==> config.mk <==
export PLATFORM = sky130hd
export DESIGN_NAME = hazard_scoreboard
export DESIGN_NICKNAME = d
export VERILOG_FILES = /design/src/rtl/hazard_scoreboard.sv
export SDC_FILE = /design/constraint.sdc
export NUM_CORES = 1
export LEC_CHECK = 0
export ABC_AREA = 1
export BUFFER_PORTS_ARGS = -buffer_cell sky130_fd_sc_hd__buf_2
export CELL_PAD_IN_SITES_DETAIL_PLACEMENT = 0
export CELL_PAD_IN_SITES_GLOBAL_PLACEMENT = 1
export CORE_ASPECT_RATIO = 1.25
export CORE_UTILIZATION = 32
export CTS_CLUSTER_SIZE = 24
export DETAILED_ROUTE_END_ITERATION = 7
export HOLD_SLACK_MARGIN = 0.03
export PLACE_DENSITY = 0.78
export SKIP_CTS_REPAIR_TIMING = 1
export SLEW_MARGIN = 5
export SYNTH_ARGS = -nofsm -noshare
export SYNTH_HDL_FRONTEND = slang
export SYNTH_SLANG_ARGS = --single-unit
==> constraint.sdc <==
create_clock -name clk -period 1.5 [get_ports clk]
set_clock_uncertainty 0.05 [all_clocks]
set_input_delay 0.15 -clock clk [delete_from_list [all_inputs] [get_ports clk]]
set_output_delay 0.15 -clock clk [all_outputs]
set_load 0.02 [all_outputs]
==> src/rtl/hazard_scoreboard.sv <==
// Stall/forward unit with self-tracked E/M/W destination records and a mult/div busy counter.
// Outputs are combinational from inputs and records; records advance every clock and never stall.
module hazard_scoreboard #(
    parameter int REG_AW      = 5,
    parameter int TW          = 2,
    parameter int MULT_CYCLES = 5,
    parameter int DIV_CYCLES  = 10
) (
    input  logic              clk,
    input  logic              reset,
    input  logic [TW-1:0]     tuse_rs,
    input  logic [TW-1:0]     tuse_rt,
    input  logic [TW-1:0]     tnew_d,
    input  logic [REG_AW-1:0] rs_d,
    input  logic [REG_AW-1:0] rt_d,
    input  logic [REG_AW-1:0] write_reg_d,
    input  logic              reg_write_d,
    input  logic              md_use_d,
    input  logic [REG_AW-1:0] rs_e,
    input  logic [REG_AW-1:0] rt_e,
    input  logic              md_start_e,
    input  logic              md_is_div_e,
    input  logic [REG_AW-1:0] rt_m,
    input  logic              mem_write_m,
    output logic              stall_f,
    output logic              stall_d,
    output logic              flush_e,
    output logic              fwd_a_d,
    output logic              fwd_b_d,
    output logic [1:0]        fwd_a_e,
    output logic [1:0]        fwd_b_e,
    output logic              fwd_m,
    output logic              md_busy
);

    localparam int MD_MAX = (MULT_CYCLES > DIV_CYCLES) ? MULT_CYCLES : DIV_CYCLES;
    localparam int CW     = $clog2(MD_MAX + 1);

    typedef struct packed {
        logic [REG_AW-1:0] wr;
        logic              we;
        logic [TW-1:0]     tnew;
    } rec_t;

    rec_t          rec_e, rec_m, rec_w;
    logic [CW-1:0] md_cnt;
    logic          stall_rs, stall_rt, stall_md, stall;

    function automatic logic [TW-1:0] dec_sat(input logic [TW-1:0] t);
        return (t == '0) ? t : t - TW'(1);
    endfunction

    // A live producer of src in a stage record; $0 never matches.
    function automatic logic hit(input logic [REG_AW-1:0] src, input rec_t r);
        return (src != '0) && (src == r.wr) && r.we;
    endfunction

    function automatic logic [1:0] fwd_e(input logic [REG_AW-1:0] src, input rec_t m, input rec_t w);
        logic [1:0] sel;
        sel = 2'b00;
        if (hit(src, m)) begin
            sel = (m.tnew == '0) ? 2'b10 : 2'b00;
        end else if (hit(src, w) && (w.tnew == '0)) begin
            sel = 2'b01;
        end
        return sel;
    endfunction

    always_ff @(posedge clk) begin
        if (reset) begin
            rec_e <= '0;
            rec_m <= '0;
            rec_w <= '0;
        end else begin
            rec_e <= stall ? '0 : rec_t'{write_reg_d, reg_write_d, tnew_d};
            rec_m <= rec_t'{rec_e.wr, rec_e.we, dec_sat(rec_e.tnew)};
            rec_w <= rec_t'{rec_m.wr, rec_m.we, dec_sat(rec_m.tnew)};
        end
    end

    // A start reloads even when the unit is already busy.
    always_ff @(posedge clk) begin
        if (reset) begin
            md_cnt <= '0;
        end else if (md_start_e) begin
            md_cnt <= md_is_div_e ? CW'(DIV_CYCLES) : CW'(MULT_CYCLES);
        end else if (md_cnt != '0) begin
            md_cnt <= md_cnt - CW'(1);
        end
    end

    always_comb begin
        md_busy  = (md_cnt != '0);
        stall_rs = (hit(rs_d, rec_e) && (tuse_rs < rec_e.tnew)) ||
                   (hit(rs_d, rec_m) && (tuse_rs < rec_m.tnew));
        stall_rt = (hit(rt_d, rec_e) && (tuse_rt < rec_e.tnew)) ||
                   (hit(rt_d, rec_m) && (tuse_rt < rec_m.tnew));
        stall_md = md_use_d && (md_busy || md_start_e);
        stall    = stall_rs || stall_rt || stall_md;
        stall_f  = stall;
        stall_d  = stall;
        flush_e  = stall;
        fwd_a_d  = hit(rs_d, rec_m) && (rec_m.tnew == '0);
        fwd_b_d  = hit(rt_d, rec_m) && (rec_m.tnew == '0);
        fwd_a_e  = fwd_e(rs_e, rec_m, rec_w);
        fwd_b_e  = fwd_e(rt_e, rec_m, rec_w);
        fwd_m    = mem_write_m && hit(rt_m, rec_w) && (rec_w.tnew == '0);
    end

endmodule
==> results.py, run 1 <==
metrics = {
    "outcome": {
        "status": "finished with violations",
        "violations": "setup timing",
    },
    "grt": {
        "grt.busiest_layer": "met2",
        "grt_max_degree": 17,
        "grt_pass1_wl_um": 8090,
        "grt_overflow": 0,
        "grt_pass1_vias": 1881,
        "met2_usage_pct": 30.8,
        "grt_util_all_layers_pct": 17.0,
        "grt_antenna_before_repair": 0,
        "use_met1_pct": 18.9,
        "grt_use_met3_pct": 2.12,
    },
    "power_and_ir_drop": {
        "report.power.total_mw": 1.93,
        "leakagePower_nw": 1.28,
        "peakVddDrop_mv": 0.408,
        "p_per_area_nw_per_um2": 734,
    },
    "worst_hold_path": {
        "hold_path_class": "in -> reg",
    },
    "die": {
        "start_util_pct": 33.3,
        "core_area_um2": 5440,
        "fp.dieW_um": 69.3,
        "die_area_um2": 5960,
        "rows": 30,
        "die_y_um": 86.1,
        "ioPinCount": 54,
    },
    "logic_synthesis": {
        "syn_area_per_cell_um2": 6.40,
        "yosys.cell_types.count": 27,
        "syn-num-nets": 332,
        "synth_cells": 283,
        "yosysTopAreaCellShare_pct": 31.0,
        "syn_area_um2": 1810,
        "synthFlopType": "dfxtp_1",
        "ys_ff_latch": 28,
        "synth_warnings": 0,
        "synth-async-reset-ratio_pct": 0,
        "yosys-top-cells-area": "dfxtp_1 (31%), inv_1 (12%), nand2_1 (10%), nor2_1 (9.3%), o22ai_1 (4.5%)",
        "yosys.area.top_type": "dfxtp_1",
        "synth_edf_count": 0,
        "ys_seq_area_share_pct": 31.0,
    },
    "timing": {
        "hold_viol": 0,
        "slew_headroom_pct": 79.9,
        "drv_slew": 0,
        "fin_ws_ns": -0.255,
        "worstMarginPinSlew_ns": 0.301,
        "setup_viol": 18,
        "post-route-period-util_pct": 117,
        "fmax_mhz": 570,
        "fin_crit_ns": 1.75,
        "rsz0062_at_grt": "true",
        "fin_tns_setup_ns": -1.98,
    },
    "worst_setup_path": {
        "cp_max_fo": 3,
        "path_cells": "inv_2, ha_4, o21a_1, nor2_1, nand3_1, nand2_2, nor2_4, nand2_4, buf_6",
        "path_buf_inv": 2,
        "start_kind": "flip-flop",
        "path_class": "reg -> out",
        "worst_setup_path_end_kind": "primary output",
        "slowest_stage": "dfxtp_2",
        "cp.arrival_ns": 1.55,
        "worstPathRequired_ns": 1.30,
        "path_delay_family": "simple AND/OR/NAND/NOR gates",
        "slowest_delay_ns": 0.33,
    },
    "route": {
        "drt-initial-drc-count": 41,
        "vias": 2001,
        "drc": 0,
        "post_drt_wl_per_cell_um": 12.1,
        "ant_nets": 0,
        "viasPerCell": 4.74,
        "finalWirelength_um": 5100,
        "drt-pass1-iter-count": 4,
    },
    "clocking": {
        "cts.htree.levels": 1,
        "cts_tree": "done",
        "cts-root-buf": "clkbuf_8",
        "clk_pin_slew_ns": 0.10,
        "clkSinkCount": 28,
        "cts_buffers": 3,
        "clk_path_buf_depth": 2,
        "insertion_delay_ns": 0.28,
    },
    "placed_design": {
        "place_hpwl_um": 4040,
        "gp_congestion": 0.918,
        "portBuffers": 53,
    },
    "flow_run": {
        "cap_violations": 0,
    },
    "finish": {
        "fillCellCount": 571,
        "n_antenna_cell": 0,
        "drive_above_1_share_pct": 37.7,
        "final_common_cell": "inv_1",
        "layout_common_cells": "inv_1 (50), nand2_1 (44), buf_2 (43), nor2_1 (33), buf_4 (20)",
        "fin_nets": 408,
        "utilization_pct": 48.4,
        "syn2layout_area_growth_pct": 45.5,
    },
}
through the flow:
stage / setup slack, ns / instances / area, um2 / hold WS (ns)
finish: -0.255 / 422 / 2630 / 0.0236
floorplan: -0.0310 / 283 / 1830 / 0.212
global placement: -0.00107 / 411 / 2260 / 0.318
detailed placement: -0.0292 / 411 / 2260 / 0.317
CTS: -0.360 / 415 / 2330 / 0.00938
global route: -0.322 / 422 / 2630 / 0.0294
worst paths after layout:
check	from	endpoint	slack, ns	depth (start not counted)
worst min register to register	rec_e[0]	rec_m[0]	0.41	1
worst min-delay path	write_reg_d[0]	rec_e[3]	0.02	3
worst max register to register	rec_m[1]	rec_e[6]	-0.04	10
worst max-delay path	rec_m[1]	flush_e	-0.25	9
logic make-up after synthesis:
group           share of synthesized area [%]
fa+ha+maj                                4.15
flops                                    31.0
buf+inv                                  14.7
compound gates                           14.1
xor+xnor                                 5.81
simple gates                             30.3
sequential cells by signal (all words and copies together), names as in the netlist:
signal / flops
md_cnt: 4
rec_w: 8
rec_m: 8
rec_e: 8
layer usage:
| layer | wire length, um | vias up | share of wire, % |
|---|---|---|---|
| li1 | - | 1045 | - |
| met1 | 2080 | 879 | 41 |
| met2 | 2630 | 61 | 52 |
| met3 | 203 | 16 | 4.0 |
| met4 | 180 | 0 | 3.5 |
| met5 | 0 | - | 0 |
area by class of cell:
| class | count | area [um2] | share of cell area, % |
|---|---|---|---|
| Multi-Input combinational cell | 188 | 1140 | 43.4 |
| Sequential cell | 28 | 583 | 22.1 |
| Timing Repair Buffer | 77 | 518 | 19.7 |
| Inverter | 61 | 239 | 9.07 |
| Tap cell | 64 | 80.1 | 3.04 |
| Clock buffer | 3 | 41.3 | 1.57 |
| Clock inverter | 1 | 30.0 | 1.14 |
worst register-to-register path, stage by stage (launching register included):
cell and delay [ns]:
dfxtp_2 0.33, inv_2 0.05, ha_4 0.25, o21a_1 0.10
nor2_1 0.04, nand3_1 0.10, nand2_2 0.08, nor2_4 0.12
buf_4 0.13, nand3_4 0.12, nor2_1 0.11
synth_stat cells, types with 4 or more instances:
| cell type | number |
|---|---|
| nand3_1 | 11 |
| nor3_1 | 8 |
| o21ai_0 | 13 |
| a21oi_1 | 9 |
| o22ai_1 | 13 |
| dfxtp_1 | 28 |
| nor2_1 | 45 |
| buf_4 | 4 |
| nand2_1 | 49 |
| inv_1 | 57 |
| xor2_1 | 6 |
| xnor2_1 | 6 |
| nand4_1 | 4 |
| ha_1 | 6 |
| inv_2 | 4 |
report_power, final:
| group | total, mW | switching, mW | internal [mW] | leakage, nW |
|---|---|---|---|---|
| Clock | 0.606 | 0.248 | 0.358 | 0.0357 |
| Sequential | 0.813 | 0.0307 | 0.782 | 0.235 |
| Combinational | 0.516 | 0.281 | 0.235 | 1.01 |
(Power assumes the default switching activity.)
==> run 2, diff against run 1 <==
==> config.mk (replaced) <==
export PLATFORM = sky130hd
export DESIGN_NAME = hazard_scoreboard
export DESIGN_NICKNAME = d
export VERILOG_FILES = /design/src/rtl/hazard_scoreboard.sv
export SDC_FILE = /design/constraint.sdc
export NUM_CORES = 1
export LEC_CHECK = 0
export ABC_AREA = 1
export BUFFER_PORTS_ARGS = -buffer_cell sky130_fd_sc_hd__buf_2
export CELL_PAD_IN_SITES_DETAIL_PLACEMENT = 1
export CELL_PAD_IN_SITES_GLOBAL_PLACEMENT = 2
export CORE_ASPECT_RATIO = 1.25
export CORE_UTILIZATION = 24
export CTS_CLUSTER_SIZE = 24
export DETAILED_ROUTE_END_ITERATION = 7
export HOLD_SLACK_MARGIN = 0.03
export PLACE_DENSITY = 0.77
export SKIP_CTS_REPAIR_TIMING = 1
export SYNTH_ARGS = -nofsm -noshare
export SYNTH_HDL_FRONTEND = slang
export SYNTH_SLANG_ARGS = --single-unit
==> results.py, run 2 (synthesis results as in run 1) <==
metrics = {
    "grt": {
        "grt_pass1_vias": 2139,
        "grt_overflow": 0,
        "grt_pass1_wl_um": 9850,
        "grt_antenna_before_repair": 0,
        "grt_max_degree": 17,
        "grt_util_all_layers_pct": 15.8,
    },
    "finish": {
        "fillCellCount": 959,
        "syn2layout_area_growth_pct": 43.5,
        "layout_common_cells": "inv_1 (54), nand2_1 (44), buf_2 (43), nor2_1 (36)",
        "fin_nets": 405,
        "multi_input_area_um2": 1110,
        "final_cells": 447,
        "largest_registers": "rec_e x8, rec_m x8, rec_w x8",
        "final_common_cell": "inv_1",
        "fin_area_um2": 2600,
        "seq_area_um2": 577,
        "n_antenna_cell": 0,
        "drive_above_1_share_pct": 34.1,
    },
    "clocking": {
        "clk_path_buf_depth": 2,
        "cts.htree.levels": 1,
        "insertion_delay_ns": 0.28,
        "cts_tree": "done",
        "cts-root-buf": "clkbuf_8",
        "cts_buffers": 3,
        "clkSinkCount": 28,
        "clk_pin_slew_ns": 0.10,
    },
    "power_and_ir_drop": {
        "peakVddDrop_mv": 0.355,
        "report.power.total_mw": 1.92,
        "leakagePower_nw": 1.26,
        "p_per_area_nw_per_um2": 740,
    },
    "worst_setup_path": {
        "path_cells": "buf_4, a21oi_1, nand2_1, nor2_2, nand3_1, nand2_1, inv_2, nand2_4, buf_6",
        "path_delay_family": "simple AND/OR/NAND/NOR gates",
        "slowest_stage": "dfxtp_2",
        "cp.arrival_ns": 1.57,
        "worst_setup_path_end_kind": "primary output",
        "r2r_slack_ns": 0.07,
        "worstPathRequired_ns": 1.30,
        "cp_common_cell": "nand2_1",
        "path_buf_inv": 3,
        "path_class": "reg -> out",
        "start_kind": "flip-flop",
        "slowest_delay_ns": 0.35,
        "cp_max_fo": 4,
    },
    "worst_hold_path": {
        "hold_path_class": "in -> reg",
    },
    "timing": {
        "fin_crit_ns": 1.77,
        "rsz0062_at_grt": "true",
        "fin_ws_ns": -0.268,
        "post-route-period-util_pct": 118,
        "setup_viol": 10,
        "drv_slew": 0,
        "worstMarginPinSlew_ns": 0.304,
        "hold_viol": 0,
        "hold_ws_ns": 0.0225,
        "slew_headroom_pct": 79.7,
        "fmax_mhz": 565,
    },
    "die": {
        "fp.dieW_um": 79.7,
        "core_area_um2": 7360,
        "rows": 35,
        "die_area_um2": 7900,
        "die_y_um": 99.1,
        "ioPinCount": 54,
        "start_util_pct": 24.6,
    },
    "route": {
        "vias": 2024,
        "drc": 2,
        "viasPerCell": 4.53,
        "post_drt_wl_per_cell_um": 13.2,
        "ant_nets": 0,
        "finalWirelength_um": 5890,
        "drt-initial-drc-count": 47,
        "drt-pass1-iter-count": 7,
    },
    "placed_design": {
        "gp_congestion": 0.808,
        "dp.cells": 441,
        "portBuffers": 53,
        "place_area_um2": 2310,
        "place_hpwl_um": 4860,
        "place_ws_ns": -0.0321,
    },
    "outcome": {
        "status": "finished with violations",
        "violations": "DRC, setup timing",
    },
    "flow_run": {
        "cap_violations": 0,
    },
}
-- run 2: cell types whose count changed in the layout (fill, tap and decap cells not counted), moves of 3 or more --
cell and change:
inv_1 +4, inv_4 -3, dlygate4sd3_1 -3, nor2_1 +3, dfxtp_1 +3
-- run 2: tightest hold or removal path: stages --
cell and delay, ns:
buf_2 0.09, inv_1 0.04, nor2_1 0.03
-- run 2: cell type report --
class | count | share of cell area [%]
Timing Repair Buffer | 74 | 18.9
Inverter | 61 | 8.91
Multi-Input combinational cell | 188 | 42.8
Sequential cell | 28 | 22.2
Clock buffer | 3 | 1.59
Clock inverter | 1 | 1.16
Tap cell | 92 | 4.43
-- run 2: stage by stage --
step / utilization [%] / setup TNS, ns
2_1_floorplan: - / -0.0620
3_3_place_gp: 31.4 / -0.0684
5_1_grt: 35.3 / -2.95
3_5_place_dp: 31.4 / -0.0864
6_report: 35.3 / -2.04
4_1_cts: 32.4 / -2.96
-- run 2: layer usage --
layer	global-route usage, %	share of wire, %
met1	18.5	41
met2	29.8	55
met3	1.56	3.4
met4	4.34	0.75
met5	0	0
-- run 2: worst paths after layout --
check	from	endpoint	depth (start not counted)
worst max-delay path	rec_m[3]	stall_d	9
worst min-delay path	write_reg_d[1]	rec_e[4]	3
worst max register to register	rec_m[3]	rec_e[7]	9
worst min register to register	rec_e[0]	rec_m[0]	1
-- run 2: report_power, final --
group | switching (mW) | internal (mW) | total, mW | leakage (nW)
Combinational | 0.285 | 0.225 | 0.510 | 0.992
Sequential | 0.0306 | 0.783 | 0.813 | 0.234
Clock | 0.243 | 0.357 | 0.600 | 0.0357
